File: src/rtl/lsu_bus_master.sv
// Load/store bus initiator for the MEM stage of a multi-cycle core.
// Takes one load or store at a time and rejects illegal func3 codes and
// misaligned addresses without touching the bus. Legal requests become one
// word-aligned bus transfer, with byte enables and lane-replicated store data.
// The transfer is abandoned if bus_ready does not arrive within TIMEOUT cycles.
// Each request ends with a single-cycle response pulse carrying the extracted
// load data or an error code.
//
// Handshakes:
//   core side: a request is taken on any rising edge where req_valid && req_ready.
//              req_ready is high only in IDLE. The core holds req_valid and the
//              request fields until that edge. rsp_valid is a one-cycle pulse
//              with no back-pressure.
//   bus side:  bus_req and every bus_* field stay stable from the edge that
//              raises bus_req until the edge that completes the transfer. The
//              transfer completes on any edge where bus_req && bus_ready.
//              bus_ready is ignored whenever no transfer is outstanding.
module lsu_bus_master #(
  parameter int ADDR_W  = 32,
  parameter int TIMEOUT = 16
) (
  input  logic              clk,
  input  logic              rst_n,
  input  logic              req_valid,
  output logic              req_ready,
  input  logic              req_we,
  input  logic [ADDR_W-1:0] req_addr,
  input  logic [31:0]       req_wdata,
  input  logic [2:0]        req_func3,
  output logic              rsp_valid,
  output logic [31:0]       rsp_rdata,
  output logic [1:0]        rsp_err,
  output logic              bus_req,
  output logic              bus_we,
  output logic [ADDR_W-1:0] bus_addr,
  output logic [3:0]        bus_be,
  output logic [31:0]       bus_wdata,
  input  logic [31:0]       bus_rdata,
  input  logic              bus_ready,
  output logic [1:0]        dbg_state_o
);

  localparam int CNT_W = $clog2(TIMEOUT);
  localparam logic [CNT_W-1:0] CNT_LAST = CNT_W'(TIMEOUT - 1);

  localparam logic [1:0] ERR_OK       = 2'b00;
  localparam logic [1:0] ERR_MISALIGN = 2'b01;
  localparam logic [1:0] ERR_TIMEOUT  = 2'b10;
  localparam logic [1:0] ERR_ILLEGAL  = 2'b11;

  typedef enum logic [1:0] {
    ST_IDLE = 2'd0,
    ST_BUS  = 2'd1,
    ST_RESP = 2'd2
  } state_e;

  state_e            state_q, state_d;
  logic              we_q, we_d;
  logic [1:0]        lo_q, lo_d;
  logic [2:0]        f3_q, f3_d;
  logic [CNT_W-1:0]  cnt_q, cnt_d;
  logic              bus_req_q, bus_req_d;
  logic              bus_we_q, bus_we_d;
  logic [ADDR_W-1:0] bus_addr_q, bus_addr_d;
  logic [3:0]        bus_be_q, bus_be_d;
  logic [31:0]       bus_wdata_q, bus_wdata_d;
  logic              rsp_valid_q, rsp_valid_d;
  logic [31:0]       rsp_rdata_q, rsp_rdata_d;
  logic [1:0]        rsp_err_q, rsp_err_d;

  logic              req_illegal;
  logic              req_misaligned;
  logic [3:0]        lane_be;
  logic [31:0]       lane_wdata;

  // Extract the addressed byte/half/word from a bus word and extend it.
  // func3[2] selects zero extension (LBU/LHU). Only legal load codes reach here.
  function automatic logic [31:0] extract(input logic [2:0]  f3,
                                          input logic [1:0]  lo,
                                          input logic [31:0] w);
    logic [7:0]  b;
    logic [15:0] h;
    logic [31:0] r;
    b = w[{lo, 3'b000} +: 8];
    h = lo[1] ? w[31:16] : w[15:0];
    case (f3[1:0])
      2'b00:   r = f3[2] ? {24'b0, b} : {{24{b[7]}}, b};
      2'b01:   r = f3[2] ? {16'b0, h} : {{16{h[15]}}, h};
      default: r = w;
    endcase
    return r;
  endfunction

  // Request legality: loads allow 000/001/010/100/101; stores allow 000/001/010.
  always_comb begin
    if (req_we) begin
      req_illegal = req_func3[2] | (req_func3[1:0] == 2'b11);
    end else begin
      req_illegal = (req_func3[1:0] == 2'b11) | (req_func3 == 3'b110);
    end
    req_misaligned = ((req_func3[1:0] == 2'b01) & req_addr[0]) |
                     ((req_func3[1:0] == 2'b10) & (req_addr[1:0] != 2'b00));
  end

  // Byte enables and replicated write data for the incoming request.
  always_comb begin
    lane_be    = 4'b1111;
    lane_wdata = req_wdata;
    if (req_we) begin
      case (req_func3[1:0])
        2'b00: begin
          lane_be    = 4'b0001 << req_addr[1:0];
          lane_wdata = {4{req_wdata[7:0]}};
        end
        2'b01: begin
          lane_be    = req_addr[1] ? 4'b1100 : 4'b0011;
          lane_wdata = {2{req_wdata[15:0]}};
        end
        default: begin
          lane_be    = 4'b1111;
          lane_wdata = req_wdata;
        end
      endcase
    end
  end

  // Next state and next value of every registered output.
  always_comb begin
    state_d     = state_q;
    we_d        = we_q;
    lo_d        = lo_q;
    f3_d        = f3_q;
    cnt_d       = cnt_q;
    bus_req_d   = bus_req_q;
    bus_we_d    = bus_we_q;
    bus_addr_d  = bus_addr_q;
    bus_be_d    = bus_be_q;
    bus_wdata_d = bus_wdata_q;
    rsp_valid_d = rsp_valid_q;
    rsp_rdata_d = rsp_rdata_q;
    rsp_err_d   = rsp_err_q;

    case (state_q)
      ST_IDLE: begin
        if (req_valid) begin
          we_d = req_we;
          lo_d = req_addr[1:0];
          f3_d = req_func3;
          if (req_illegal) begin
            state_d     = ST_RESP;
            rsp_valid_d = 1'b1;
            rsp_rdata_d = 32'h0;
            rsp_err_d   = ERR_ILLEGAL;
          end else if (req_misaligned) begin
            state_d     = ST_RESP;
            rsp_valid_d = 1'b1;
            rsp_rdata_d = 32'h0;
            rsp_err_d   = ERR_MISALIGN;
          end else begin
            state_d     = ST_BUS;
            cnt_d       = '0;
            bus_req_d   = 1'b1;
            bus_we_d    = req_we;
            bus_addr_d  = {req_addr[ADDR_W-1:2], 2'b00};
            bus_be_d    = lane_be;
            bus_wdata_d = lane_wdata;
          end
        end
      end

      ST_BUS: begin
        if (bus_ready) begin
          state_d     = ST_RESP;
          cnt_d       = '0;
          bus_req_d   = 1'b0;
          rsp_valid_d = 1'b1;
          rsp_rdata_d = we_q ? 32'h0 : extract(f3_q, lo_q, bus_rdata);
          rsp_err_d   = ERR_OK;
        end else if (cnt_q == CNT_LAST) begin
          state_d     = ST_RESP;
          cnt_d       = '0;
          bus_req_d   = 1'b0;
          rsp_valid_d = 1'b1;
          rsp_rdata_d = 32'h0;
          rsp_err_d   = ERR_TIMEOUT;
        end else begin
          cnt_d = cnt_q + CNT_W'(1);
        end
      end

      ST_RESP: begin
        state_d     = ST_IDLE;
        rsp_valid_d = 1'b0;
        rsp_rdata_d = 32'h0;
        rsp_err_d   = ERR_OK;
      end

      default: begin
        state_d   = ST_IDLE;
        cnt_d     = '0;
        bus_req_d = 1'b0;
      end
    endcase
  end

  // State and output registers; reset abandons any transfer in flight.
  always_ff @(posedge clk or negedge rst_n) begin
    if (!rst_n) begin
      state_q     <= ST_IDLE;
      we_q        <= 1'b0;
      lo_q        <= 2'b00;
      f3_q        <= 3'b000;
      cnt_q       <= '0;
      bus_req_q   <= 1'b0;
      bus_we_q    <= 1'b0;
      bus_addr_q  <= '0;
      bus_be_q    <= 4'b0000;
      bus_wdata_q <= 32'h0;
      rsp_valid_q <= 1'b0;
      rsp_rdata_q <= 32'h0;
      rsp_err_q   <= 2'b00;
    end else begin
      state_q     <= state_d;
      we_q        <= we_d;
      lo_q        <= lo_d;
      f3_q        <= f3_d;
      cnt_q       <= cnt_d;
      bus_req_q   <= bus_req_d;
      bus_we_q    <= bus_we_d;
      bus_addr_q  <= bus_addr_d;
      bus_be_q    <= bus_be_d;
      bus_wdata_q <= bus_wdata_d;
      rsp_valid_q <= rsp_valid_d;
      rsp_rdata_q <= rsp_rdata_d;
      rsp_err_q   <= rsp_err_d;
    end
  end

  assign req_ready   = (state_q == ST_IDLE);
  assign rsp_valid   = rsp_valid_q;
  assign rsp_rdata   = rsp_rdata_q;
  assign rsp_err     = rsp_err_q;
  assign bus_req     = bus_req_q;
  assign bus_we      = bus_we_q;
  assign bus_addr    = bus_addr_q;
  assign bus_be      = bus_be_q;
  assign bus_wdata   = bus_wdata_q;
  assign dbg_state_o = state_q;

endmodule

File: config.mk
export PLATFORM = sky130hd
export DESIGN_NAME = lsu_bus_master
export DESIGN_NICKNAME = d
export VERILOG_FILES = /design/src/rtl/lsu_bus_master.sv
export SDC_FILE = /design/constraint.sdc
export NUM_CORES = 1
export LEC_CHECK = 0
export CAP_MARGIN = 40
export CORE_MARGIN = 5
export CORE_UTILIZATION = 40
export CTS_BUF_LIST = sky130_fd_sc_hd__clkbuf_8
export DETAILED_ROUTE_END_ITERATION = 8
export HOLD_SLACK_MARGIN = 0.02
export PLACE_DENSITY = 0.74
export SYNTH_ARGS = -nofsm -noshare
export SYNTH_HDL_FRONTEND = slang
export SYNTH_SLANG_ARGS = --single-unit
export TNS_END_PERCENT = 20
File: constraint.sdc
create_clock -name clk -period 5.2 [get_ports clk]
set_input_delay 0.78 -clock clk [delete_from_list [all_inputs] [get_ports clk]]
set_output_delay 0.78 -clock clk [all_outputs]
set_load 0.01 [all_outputs]
-- Word-level counts from Yosys, hierarchy flattened
Cells that the tools add are included.
- reduce and logical (&&, ||, !) cells: 11
- add/subtract/negate cells: 1
- bitwise gates (word level): 8
- muxes and demuxes: 46
- equal/unequal tests: 13
- shifts and indexed selects: 2
- operators with widths (kind ; count):
    32-bit two-way mux ; 9
    32-bit one-hot mux with 2 select lines ; 2
    32-bit one-hot mux with 3 select lines ; 1
    32-bit by 6-bit indexed part select with 8-bit output ; 1
    4-bit two-way mux ; 7
    2-bit two-way mux ; 9
    16-bit two-way mux ; 1
    4-bit one-hot mux with 3 select lines ; 1
    4-bit AND reduction ; 3
    1-bit two-way mux ; 11
    4-bit one-hot mux with 2 select lines ; 1
    2-bit by 1-bit == test with 1-bit output (second input constant) ; 3
    2-bit == test (second input constant) ; 3
    2-bit logical NOT ; 3
    2-bit != test (second input constant) ; 3
    1-bit one-hot mux with 3 select lines ; 2
    2-bit one-hot mux with 3 select lines ; 1
    5-bit AND reduction ; 1
    4-bit by 1-bit adder with 4-bit output (second input constant) ; 1
    4-bit == test (second input constant) ; 1
    2-bit one-hot mux with 2 select lines ; 1
    2-bit AND reduction ; 2
    1-bit by 2-bit << shifter with 4-bit output (first input constant) ; 1
    3-bit == test (second input constant) ; 1
    7 further kinds ; 12
- output and inout port bits: 108
- input port bits: 104
- logic and storage cells: 94
- register bits: 115

-- Logic depth before layout (Yosys ltp)
- depth in word-level cells: 7
- gate-level depth with buffers: 9
- mapped depth without buffers: 6

-- Least setup slack after synthesis
No wires, ideal clock.
- kind: in2reg
- start: input req_func3[0]
- end: register bus_addr_q[17] (netlist: bus_addr[17])
- setup slack: 2978 ps
- data required time: 5075 ps
- library setup time: 125 ps
- data arrival time: 2097 ps
- stages on the path: 6
- buffers on the path: 3
- cells stage by stage: buf_2 -> nor4_4 -> o21bai_2 -> buf_6 -> buf_6 -> mux2_4
- word-level cells in the longest chain between the ends: 5
- elaborated cells between the ends (all ways): 13
- those cells by class: 4 x eq/ne; 1 x mux; 7 x bitwise; 1 x reduce/logical
- RTL lines (element ; RTL line ; RTL):
    start, declared ; 29 ; input logic [2:0] req_func3,
    3-bit == test, or another cell as far along ; 99 ; req_illegal = (req_func3[1:0] == 2'b11) | (req_func3 == 3'b110);
    1-bit bitwise OR, or another cell as far along ; 99 ;
    1-bit two-way mux or 1-bit bitwise OR (tied branches) ; 96, 101 ;
    1-bit NOT (no line) ; - ;
    4-bit AND reduction (no line) (*) ; - ;
    end signal, assigned ; 230 ; bus_addr_q <= bus_addr_d;
    end, declared ; 64 ; logic [ADDR_W-1:0] bus_addr_q, bus_addr_d;
Every way passes the cells marked *; elsewhere a longest branch is shown, timed or not.
A chain may end at the register's enable or synchronous reset.

-- Worst setup path after layout
- start: input req_func3[0]
- end: register rsp_rdata_q[15] (netlist: rsp_rdata[15])
- word-level cells in the longest chain between the ends: 6
- elaborated cells between the ends (all ways): 15
- those cells by class: 5 x eq/ne; 4 x mux; 5 x bitwise; 1 x reduce/logical
- RTL lines (element ; RTL line ; RTL):
    3-bit == test or 2-bit == test (tied branches) ; 99, 97 ;
    1-bit bitwise OR, on equally long branches ; 99, 97 ;
    1-bit two-way mux ; 96 ; if (req_we) begin
    32-bit two-way mux ; 149 ; if (req_illegal) begin
    32-bit two-way mux ; 145 ; if (req_valid) begin
    32-bit one-hot mux with 3 select lines ; 143 ; case (state_q)
    end signal, assigned ; 234 ; rsp_rdata_q <= rsp_rdata_d;
    end, declared ; 68 ; logic [31:0] rsp_rdata_q, rsp_rdata_d;
Several ways; a longest one is shown, not always the timed one. The select of a mux whose other input is x is not followed.

==> run metrics <==
status=completed; TritonRoute pass-1 iters=5; synthesized area=between 5000 and 6000 µm²; # fillers=approximately 1200; routed wire length=17.2 mm; RSZ-0062 raised after global routing=false; largest net degree at the start of global routing=96; top-area cell type share of the netlist area=51.5%; Comb pwr share=43.5%; initial antenna violation count=0; Metal-1 WL=between 7 and 8 mm; fin nets=831; placed cell count=883; Via density=5.28; GP Congestion=roughly 0.9; mean post-synth cell area=10.7 µm²; TritonCTS clock tree=yes; Synth Register Bits=around 120; footprint of the multi-input gates=between 2000 and 3000 µm²; Non-Filler Instances=915; Switching Share=34.0%; final global-route overflow total=0; largest cells by area after synthesis=dfrtp_1 (51%), mux2_2 (5.8%), mux2i_1 (5.0%); Post-DP HPWL=approximately 13 mm; clk slew on worst S/H paths=approximately 0.070 ns; Total Routing Usage GR=21.6%; Setup crit start kind=primary input; period utilisation layout=61.9%; antenna-violating nets left=0; Chip Width=128 µm; Clock Skew=0.0172 ns; Yosys top cell by area=dfrtp_1; Worst Hold Class=primary input to asynchronous set/reset pin; post-CTS setup buffer count=0; Seq/Total Area, Yosys=51.5%; Post-synth EDFFs=0; die height=128 µm; first-pass GRT wire length=27.7 mm; WP data required=about 5.5 ns; static leakage=3.56 nW; ys flop type=dfrtp_1; Max Used Layer=met4; I/O Pins=212; Worst Tran Pin Value=0.889 ns; post_cts resized=0; Max Cap Viol=0; NetSw=between 0.0015 and 0.002 W; Gate Count Post-Synth=523; final setup fails=0; layout cells sized above 1=12.4%; row count=43; clock sink total=approximately 120; post-route setup TNS=0 ns; Detail Route met3 WL=roughly 1.8 mm; clock buffer depth=2; port bufs=209; WL met2=8.06 mm; Area Overhead vs Synth=48.4%; residual DRC count=0; CTS Hold Buffers Added=0; Tmin final=3.22 ns; Initial Utilization=40.6%; FMAX=310 MHz; clock group share of total power=a little under a quarter; H-tree Lvls=4; Setup CP Type=primary input to flip-flop; Synth Warn #=0; P per Cell Area=546 nW/µm²; area of the die=between 15000 and 20000 µm²; Final Max Tran Viols=0; core area=13800 µm²; DR iter-0 viols=236; Sequential Area=approximately 2900 µm²; ys async rst share=100%; Peak VDD IR=403 µV; Max transition margin=40.7%; PnR Total Power=0.00453 W; via count=4829; latest clock arrival within the worst-skew pair=0.44 ns; Int Pwr=0.00299 W; CTS Buf Count=17; final hold violation count=0; Inserted Diodes=0; Root Driver=clkbuf_8; CP endpoint kind=flip-flop; power share of the sequential group=33.7%; data arrival time of the critical path=3.53 ns; synth unique cells=between 40 and 50; number of global-route vias before repair=5119; CP Max Fanout=19; average wire per standard cell=18.8 µm
-- kinds of logic after synthesis --
| group | Yosys count | synth area share [%] |
|---|---|---|
| AOI/OAI and AO/OA | 157 | 18.1 |
| and+or+nand+nor | 131 | 10.8 |
| DFF | 115 | 51.5 |
| muxes | 71 | 14.6 |
| buffers and inverters | 43 | 3.80 |
| adders and majority gates | 5 | 1.12 |
| other | 1 | 0.0670 |
-- worst max-delay path: stages --
cell	delay, ns
clkdlybuf4s50_1	1.03
a221oi_4	0.24
o32ai_4	0.75
nand2_4	0.26
o41ai_1	0.46
-- layout make-up --
| class | count | area share (%) |
|---|---|---|
| flip-flops and latches | 115 | 34.7 |
| well taps | 180 | 2.71 |
| inverters | 8 | 0.362 |
| multi-input cells | 366 | 30.3 |
| repair buffers | 214 | 25.9 |
| clock inverters | 12 | 2.73 |
| clock buffers | 20 | 3.32 |
-- cells in the mapped netlist, drive strengths merged, types with 2 or more instances --
| library cell | count |
|---|---|
| clkbuf | 17 |
| a31oi | 16 |
| a21boi | 6 |
| buf | 18 |
| o21ai | 52 |
| ha | 5 |
| nand3b | 2 |
| nand2 | 72 |
| nor2b | 4 |
| nand2b | 14 |
| inv | 8 |
| a22o | 10 |
| o31ai | 8 |
| a21oi | 39 |
| a21o | 2 |
| mux2i | 28 |
| nor2 | 22 |
| a22oi | 6 |
| nor3 | 4 |
| mux2 | 43 |
| nand3 | 6 |
| dfrtp | 115 |
| o221ai | 8 |
-- power groups by stage --
stage | Clock, W | Sequential [W] | Combinational, W
3_3_place_gp | 0 | 0.00152 | 0.00196
5_1_grt | 0.00110 | 0.00158 | 0.00214
6_report | 0.00104 | 0.00153 | 0.00197
4_1_cts | 0.00106 | 0.00153 | 0.00199
3_5_place_dp | 0 | 0.00154 | 0.00198
2_1_floorplan | 0 | 0.00162 | 0.000844
-- layout by cell type (no fill, tap or decap), drive strengths merged, types with 2 or more instances in the layout --
cell type	count
a31oi	16
nand2b	14
clkbuf	20
dfrtp	115
clkinvlp	2
o31ai	8
a22o	10
buf	6
a21oi	39
nand2	72
ha	5
mux2	43
clkdlybuf4s50	208
o221ai	8
a22oi	6
a21boi	6
o21ai	52
bufinv	6
a21o	2
nor2	22
conb	2
mux2i	28
inv	8
nand3b	2
clkinv	4
nor2b	4
nor3	4
nand3	6
-- sequential cells by signal (all words and copies together), names as in the netlist, 2 cells and up --
signal / cells
f3_q: 3
rsp_rdata: 32
lo_q: 2
bus_addr: 30
bus_wdata: 32
rsp_err: 2
bus_be: 4
dbg_state_o: 2
cnt_q: 4
-- final timing paths --
| check | startpoint | endpoint | slack [ns] | cells after the start |
|---|---|---|---|---|
| worst max-delay path | req_func3[0] | rsp_rdata[15] | 1.98 | 5 |
| worst min-delay path | rst_n | cnt_q[0] | 0.29 | 1 |
| worst max register to register | cnt_q[0] | rsp_rdata[15] | 2.73 | 5 |
| worst min register to register | bus_wdata[27] | bus_wdata[27] | 0.48 | 2 |
| max in group asynchronous | rst_n | bus_wdata[23] | 3.72 | 3 |
| min in group clk | bus_wdata[27] | bus_wdata[27] | 0.48 | 2 |
-- per-stage QoR --
| stage | cell area, µm² | utilization [%] | hold slack (ns) | setup WS [ns] |
|---|---|---|---|---|
| after floorplan | 5600 | - | 0.470 | 2.98 |
| after CTS | 8300 | 60.3 | 0.279 | 1.99 |
| after detailed placement | 7800 | 56.6 | 0.469 | 1.54 |
| final | 8300 | 60.3 | 0.293 | 1.98 |
| after global placement | 7770 | 56.4 | 0.465 | 1.67 |
| after global routing | 8300 | 60.3 | 0.308 | 1.80 |
-- routing by layer --
layer	vias up	track usage, %
li1	2272	-
met1	2323	27.1
met2	209	33.4
met3	25	9.50
met4	0	6.87
met5	-	0
No activity file was read; power rests on OpenSTA's default activity.
